[src/rtl/gba_sound_frame_seq.sv]
// GBA APU frame sequencer: divides the ce strobe into the 512 Hz step clock and
// decodes length/sweep/envelope ticks, plus the mixer sample strobe.
module gba_sound_frame_seq #(
    parameter int STEP_CYCLES = 8192,
    parameter int SAMPLE_BASE = 512
) (
    input  logic       clk,
    input  logic       reset_n,
    input  logic       ce,
    input  logic       gb_on,
    input  logic [1:0] resolution,
    output logic       length_tick,
    output logic       sweep_tick,
    output logic       envelope_tick,
    output logic       sample_tick,
    output logic [2:0] step,
    output logic       seq_running
);

    localparam int DIV_W = (STEP_CYCLES > 1) ? $clog2(STEP_CYCLES) : 1;
    localparam int SMP_W = $clog2(SAMPLE_BASE + 1);

    logic [DIV_W-1:0] div_q;
    logic [2:0]       step_q;
    logic [SMP_W-1:0] samp_q;
    logic [SMP_W-1:0] samp_period;
    logic [1:0]       res_q;
    logic             step_tc;
    logic             samp_tc;
    logic             res_change;

    assign step = step_q;

    always_comb begin
        samp_period = SMP_W'(SAMPLE_BASE) >> resolution;
        res_change  = (resolution != res_q);
        step_tc     = ce && (div_q == DIV_W'(STEP_CYCLES - 1));
        samp_tc     = ce && !res_change && (samp_q == samp_period - SMP_W'(1));
    end

    // Step divider and tick decode; ticks describe the step being left.
    always_ff @(posedge clk or negedge reset_n) begin
        if (!reset_n) begin
            div_q         <= '0;
            step_q        <= '0;
            length_tick   <= 1'b0;
            sweep_tick    <= 1'b0;
            envelope_tick <= 1'b0;
        end else begin
            length_tick   <= 1'b0;
            sweep_tick    <= 1'b0;
            envelope_tick <= 1'b0;
            if (!gb_on) begin
                div_q  <= '0;
                step_q <= '0;
            end else if (step_tc) begin
                div_q         <= '0;
                step_q        <= step_q + 3'd1;
                length_tick   <= ~step_q[0];
                sweep_tick    <= (step_q[1:0] == 2'b10);
                envelope_tick <= (step_q == 3'd7);
            end else if (ce) begin
                div_q <= div_q + DIV_W'(1);
            end
        end
    end

    // A resolution change restarts the sample period from zero without a strobe.
    always_ff @(posedge clk or negedge reset_n) begin
        if (!reset_n) begin
            samp_q      <= '0;
            sample_tick <= 1'b0;
        end else begin
            sample_tick <= 1'b0;
            if (!gb_on || res_change) begin
                samp_q <= '0;
            end else if (samp_tc) begin
                samp_q      <= '0;
                sample_tick <= 1'b1;
            end else if (ce) begin
                samp_q <= samp_q + SMP_W'(1);
            end
        end
    end

    always_ff @(posedge clk or negedge reset_n) begin
        if (!reset_n) begin
            res_q       <= '0;
            seq_running <= 1'b0;
        end else begin
            res_q       <= resolution;
            seq_running <= gb_on;
        end
    end

endmodule

[config.mk]
export PLATFORM = sky130hd
export DESIGN_NAME = gba_sound_frame_seq
export DESIGN_NICKNAME = d
export VERILOG_FILES = /design/src/rtl/gba_sound_frame_seq.sv
export SDC_FILE = /design/constraint.sdc
export NUM_CORES = 1
export LEC_CHECK = 0
export BUFFER_PORTS_ARGS = -buffer_cell sky130_fd_sc_hd__buf_2
export CAP_MARGIN = 10
export CELL_PAD_IN_SITES_DETAIL_PLACEMENT = 2
export CELL_PAD_IN_SITES_GLOBAL_PLACEMENT = 2
export CORE_MARGIN = 4
export CORE_UTILIZATION = 35
export CTS_CLUSTER_SIZE = 8
export DETAILED_ROUTE_END_ITERATION = 6
export HOLD_SLACK_MARGIN = 0.08
export PLACE_DENSITY_LB_ADDON = 0.1
export SYNTH_ARGS = -nofsm -noshare
export SYNTH_HDL_FRONTEND = slang
export SYNTH_SLANG_ARGS = --single-unit
[constraint.sdc]
create_clock -name clk -period 4.5 [get_ports clk]
set_input_delay 0.675 -clock clk [delete_from_list [all_inputs] [get_ports clk]]
set_output_delay 0.675 -clock clk [all_outputs]
set_load 0.005 [all_outputs]
==> results of run 1 <==
-- layout make-up --
type / count / area (sq um)
tap: 67 / 83.8
timing repair buffer: 13 / 65.1
fill: 532 / 2830
clock buffer: 7 / 86.3
sequential: 33 / 826
inverter: 6 / 22.5
multi-input combinational: 122 / 842
-- power by group through the flow --
| stage | Combinational, mW | Clock [mW] | Sequential [mW] |
|---|---|---|---|
| after floorplan | 0.0213 | 0 | 0.308 |
| after global placement | 0.0347 | 0 | 0.308 |
| after detailed placement | 0.0357 | 0 | 0.308 |
| after CTS | 0.0358 | 0.238 | 0.302 |
| after global routing | 0.0399 | 0.255 | 0.303 |
| final | 0.0344 | 0.226 | 0.303 |
-- worst min path at each step --
stage | from | to | slack [ns] | cells past startpoint
global route | reset_n | samp_q[4] | 0.52 | 1
floorplan | reset_n | div_q[0] | 0.38 | 0
global placement | samp_q[0] | samp_q[0] | 0.53 | 1
CTS | reset_n | samp_q[5] | 0.48 | 1
finish | reset_n | samp_q[4] | 0.46 | 1
detailed placement | samp_q[1] | samp_q[1] | 0.55 | 2
-- cells by family after synthesis --
logic type | synth area share [%]
flip-flops | 47.9
buffers and inverters | 3.33
multiplexers | 1.16
XOR/XNOR | 8.63
adder cells (fa/ha/maj) | 3.63
AO/OA/AOI/OAI | 11.5
AND/OR/NAND/NOR | 23.9
-- stage by stage --
stage / instances / hold slack [ns] / worst slack, ns / util, %
4_1_cts: 248 / 0.483 / 2.22 / 40.5
3_3_place_gp: 241 / 0.526 / 1.99 / 38.7
2_1_floorplan: 166 / 0.379 / 2.57 / -
3_5_place_dp: 241 / 0.549 / 1.91 / 38.7
6_report: 248 / 0.456 / 2.23 / 40.5
5_1_grt: 248 / 0.520 / 2.05 / 40.5
-- state kept, by name (all words and copies together) (netlist names) --
name / flops
div_q: 13
envelope_tick: 1
length_tick: 1
res_q: 2
samp_q: 10
sample_tick: 1
seq_running: 1
step: 3
sweep_tick: 1
-- routing by layer --
| metal | vias up | routed length, um | share of wire, % | GRT usage [%] |
|---|---|---|---|---|
| met2 | 6 | 2320 | 55 | 28.3 |
| met3 | 2 | 76 | 1.8 | 4.13 |
| met4 | 0 | 15 | 0.36 | 4.55 |
| met1 | 670 | 1800 | 43 | 17.5 |
| met5 | - | 0 | 0 | 0 |
| li1 | 625 | - | - | - |
-- cells in the mapped netlist (all sizes together) --
cell	instances
ha	5
o21ai	8
nor3b	1
o21a	1
nor2b	3
nand2	10
nand2b	1
and4	2
and3	5
o41ai	1
dfrtp	33
inv	6
o31ai	6
or2b	1
a2bb2oi	1
nor3	3
nand3	6
a31oi	2
nor4	3
buf	4
a21oi	9
clkbuf	1
or3	7
nand4b	1
xor2	9
and2	7
nand4	9
nor2	7
or4	3
xnor2	8
mux2i	2
o2bb2ai	1
==> out/qor.csv, run 1 <==
stage,metric,value,unit
pwr,Clk network pwr share,40.2,%
synthesis,Cell variety after synth,37,
final_layout,"commonest cells after routing, fill and taps aside","dfrtp_1, buf_2, nand2_1",
worst_setup_path,max incr delay on CP,0.81,ns
sta,maximum clock rate,0.440,GHz
worst_setup_path,CP bufs+invs,1,
worst_setup_path,worst-path fanout max,15,
run_status,run status,finished clean,
clocking,Worst-path clk slew,0.07,ns
clocking,post-CTS repair timing setup buffer count,0,
placement,gp weighted congestion,0.732,
worst_setup_path,Critical Path AT,2.41,ns
worst_setup_path,worst flop-to-flop path startpoint,div_q[3],
synthesis,Synth Instances,166,
pwr,Internal,0.431,mW
sta,final clock skew,0.00648,ns
clocking,post-CTS resize count,0,
sta,RSZ-0062 raised after global routing,false,
die,Initial Util,36.3,%
synthesis,synthesized area,1730,sq um
sta,Least-Margin Pin Slew,1.03,ns
final_layout,Area Growth Syn to Fin,11.6,%
sta,Final Hold Violating Endpoints,0,
sta,post-route setup TNS,0,ns
die,core area,4750,sq um
routing,first drt pass iteration count,4,
sta,max-slew violations,0,
grt,GRT overflow,0,
final_layout,"commonest non-fill, non-tap cell in the layout",dfrtp_1,
clocking,TritonCTS clock tree,built,
sta,relative slew slack,30.6,%
worst_setup_path,Worst EP required,4.64,ns
worst_setup_path,Setup crit end kind,flip-flop,
final_layout,Final Net Count,192,
worst_setup_path,worst r2r path cells,4,
worst_setup_path,r2r setup slk,2.59,ns
routing,Avg WL per Cell,17.0,um
placement,Post-DP HPWL,3120,um
clocking,CTS buffer count,5,
synthesis,"area leader, netlist",dfrtp_1,
die,IO Count,14,
routing,Vias per Instance,5.25,
clocking,"Clk Latency, worst-skew pair",0.28,ns
routing,DRT Wirelength,4210,um
worst_hold_path,worst min path class,in2async,
final_layout,share of cells above drive strength 1,13.3,%
placement,Post-DP Area,1840,sq um
routing,Iteration-0 DRC Markers,27,
routing,"antenna viol nets, final",0,
pwr,Leak,0.821,nW
grt,Overall Global Routing Usage,15.4,%
synthesis,"Avg Cell Area, Syn",10.4,sq um
pwr,power per cell area,293,nW/um^2
worst_setup_path,critical path launch point,gb_on,
placement,port buffer count,13,
flow_run,number of max-cap violations,0,
pwr,total power,0.563,mW
pwr,Peak VDD IR,132,uV
grt,number of global-route vias before repair,1493,
sta,# setup viols final,0,
grt,initial antenna violation count,0,
clocking,H-tree Lvls,2,
worst_setup_path,Worst setup endpoint,samp_q[5],
final_layout,design area,1930,sq um
pwr,Seq pwr share,53.7,%
clocking,CTS root buf,clkbuf_8,
pwr,combinational power share,6.1,%
sta,Final period util,50.5,%
synthesis,Yosys warning total,0,
worst_setup_path,R2R Path End,div_q[7],
synthesis,share of the synthesized area in the top cell type,47.9,%
worst_setup_path,Slowest cell on crit path,nor3_1,
synthesis,Seq cells post-synth,33,
pwr,NetSw,0.132,mW
sta,Period minus WS final,2.27,ns
worst_setup_path,worst path cell trace,"buf_2, or2b_2, nor3_1, or4_4, a21oi_2",
synthesis,syn nets,177,
synthesis,ranking of synthesized cells by area,"dfrtp_1, xor2_1, xnor2_1",
die,Die Wd,78.2,um
worst_setup_path,"CP delay by family, top",simple AND/OR/NAND/NOR gates,
worst_setup_path,Crit path depth,5,
clocking,hold buffers post-CTS,0,
clocking,maximum clock path buffer count,2,
worst_setup_path,Setup CP Type,in2reg,
die,Rows,25,
clocking,# clock sinks,33,
worst_setup_path,Worst Setup Start Kind,input port,
routing,Vias,1303,
final_layout,antenna diode count,0,
grt,first-pass GRT wire length,7400,um
die,Die Y,78.2,um
grt,largest net degree at the start of global routing,34,
pwr,Net Sw Frac,23.5,%
synthesis,post-synthesis sequential area ratio,47.9,%
die,die area,6120,sq um
routing,DRC,0,
Note: power is estimated with default switching activity, not from simulation.
==> run 2, diff against run 1 <==
--- a/config.mk
+++ b/config.mk
@@ -10,7 +10,7 @@
 export CELL_PAD_IN_SITES_DETAIL_PLACEMENT = 2
 export CELL_PAD_IN_SITES_GLOBAL_PLACEMENT = 2
 export CORE_MARGIN = 4
-export CORE_UTILIZATION = 35
+export CORE_UTILIZATION = 34
 export CTS_CLUSTER_SIZE = 8
 export DETAILED_ROUTE_END_ITERATION = 6
 export HOLD_SLACK_MARGIN = 0.08
==> constraint.sdc (replaced) <==
create_clock -name clk -period 2 [get_ports clk]
set_input_delay 0.3 -clock clk [delete_from_list [all_inputs] [get_ports clk]]
set_output_delay 0.3 -clock clk [all_outputs]
set_load 0.005 [all_outputs]
==> run 2 against run 1 <==
Compared with the run above: die area rose by 2.6%; register-to-register slack got worse by 2.3 ns; design area rose by 2.7%; flip-flop and latch count did not move; total power grew 130%; critical endpoint is now samp_q[1]; via count grew 4.3%; combinational power up 150%; largest cell class unchanged; sequential share of layout area is 1.1 points lower; largest power group unchanged; non-clock buffer count increased by 7.
==> out/qor.csv, run 2 (synthesis gave the netlist of run 1 again) <==
stage,metric,value,unit
routing,Vias,1359,
worst_setup_path,Worst Setup Start Kind,flip-flop,
clocking,Worst-path clk slew,0.07,ns
clocking,# clock sinks,33,
sta,RSZ-0062 raised after global routing,false,
die,Rows,25,
sta,maximum clock rate,0.570,GHz
worst_setup_path,Slowest cell on crit path,dfrtp_1,
sta,# setup viols final,0,
grt,met2 GRT Util,29.3,%
placement,Cells after DPL,248,
final_layout,FF+latch area,826,sq um
final_layout,Final Net Count,199,
clocking,TritonCTS clock tree,built,
routing,first drt pass iteration count,4,
die,core area,4820,sq um
die,IO Count,14,
routing,Avg WL per Cell,17.5,um
grt,largest net degree at the start of global routing,34,
worst_setup_path,worst r2r path cells,5,
worst_setup_path,worst-path fanout max,5,
clocking,maximum clock path buffer count,2,
final_layout,"Most flops, register",div_q,
grt,M1 GR Usage,18.7,%
clocking,CTS root buf,clkbuf_8,
final_layout,"commonest non-fill, non-tap cell in the layout",dfrtp_1,
run_status,run status,finished clean,
sta,Final period util,87.7,%
routing,DRC,0,
grt,first-pass GRT wire length,7870,um
final_layout,Non-Filler Instances,255,
die,Initial Util,35.8,%
final_layout,number of flip-flops in the largest register,13,
sta,Final Hold Violating Endpoints,0,
pwr,total power,1.28,mW
clocking,hold buffers post-CTS,0,
sta,relative slew slack,49.7,%
die,die area,6280,sq um
grt,number of global-route vias before repair,1582,
routing,DRT Wirelength,4450,um
routing,Iteration-0 DRC Markers,35,
sta,Period minus WS final,1.75,ns
pwr,Peak VDD IR,336,uV
worst_setup_path,Worst EP required,2.15,ns
clocking,post-CTS resize count,0,
worst_setup_path,Setup CP Type,reg2reg,
worst_setup_path,worst path cell trace,"ha_1, nand3_1, buf_4, nor4_1, o21ai_0",
grt,GRT overflow,0,
placement,gp weighted congestion,0.768,
worst_hold_path,worst min path class,in2async,
placement,Post-DP HPWL,3320,um
grt,Overall Global Routing Usage,16.1,%
clocking,H-tree Lvls,2,
worst_setup_path,max incr delay on CP,0.41,ns
sta,tightest hold margin,0.0810,ns
final_layout,filler cell count,543,
grt,busiest grt layer,met2,
clocking,"Clk Latency, worst-skew pair",0.28,ns
placement,port buffer count,13,
flow_run,number of max-cap violations,0,
worst_setup_path,CP bufs+invs,1,
sta,post-route setup TNS,0,ns
final_layout,Area Growth Syn to Fin,14.6,%
final_layout,"commonest cells after routing, fill and taps aside","dfrtp_1, buf_2, nand2_1",
sta,max-slew violations,0,
routing,"antenna viol nets, final",0,
final_layout,antenna diode count,0,
worst_setup_path,Setup crit end kind,flip-flop,
die,Die Wd,79.2,um
grt,grt met3 use,3.97,%
die,Die Y,79.2,um
worst_setup_path,Crit path depth,5,
final_layout,share of cells above drive strength 1,16.5,%
final_layout,area used by multi-input combinational logic,842,sq um
pwr,Leak,0.855,nW
clocking,CTS buffer count,5,
worst_setup_path,"CP delay by family, top",simple AND/OR/NAND/NOR gates,
sta,final clock skew,0.00157,ns
sta,Least-Margin Pin Slew,0.755,ns
worst_setup_path,Critical Path AT,1.90,ns
routing,Vias per Instance,5.33,
grt,initial antenna violation count,0,
clocking,post-CTS repair timing setup buffer count,0,
pwr,power per cell area,645,nW/um^2
[run 2: cell count changes in the layout (fill, tap and decap cells not counted), sizes merged]
cell  change
buf       +7
[run 2: final timing paths]
kind,from,to,slack (ns)
worst min-delay path,reset_n,samp_q[9],0.08
worst max-delay path,samp_q[0],samp_q[1],0.25
worst min register to register,samp_q[0],samp_q[0],0.54
min in group clk,resolution[0],res_q[0],0.21
max in group asynchronous,reset_n,div_q[6],1.44
worst max register to register,samp_q[0],samp_q[1],0.25
[run 2: power by group]
| group | internal (mW) | switching [mW] | leakage (nW) |
|---|---|---|---|
| clock | 0.273 | 0.237 | 0.0443 |
| sequential | 0.674 | 0.00662 | 0.453 |
| combinational | 0.0277 | 0.0567 | 0.358 |
| total | 0.975 | 0.300 | 0.855 |
[run 2: metrics by stage]
step | setup slack (ns) | utilization (%) | instance area, sq um
after floorplan | 0.447 | - | 1730
after global placement | 0.256 | 39.3 | 1890
after detailed placement | 0.207 | 39.3 | 1890
after CTS | 0.200 | 41.1 | 1980
after global routing | 0.0921 | 41.1 | 1980
final | 0.247 | 41.1 | 1980
[run 2: metal layers]
layer	vias to the layer above	wire length [um]
met1	696	1880
met3	6	133
met2	19	2400
met4	0	44
met5	-	0
li1	638	-
[run 2: area by class of cell]
class                      count  area share, %
multi-input combinational    122           42.6
timing repair buffer          20           5.95
tap                           67           4.24
clock buffer                   7           4.36
sequential                    33           41.7
inverter                       6           1.14
[run 2: worst reg2reg max path: stages, from the launching register on]
cell and delay, ns:
dfrtp_1 0.41, ha_1 0.27, nand3_1 0.18, buf_4 0.19, nor4_1 0.41, o21ai_0 0.17
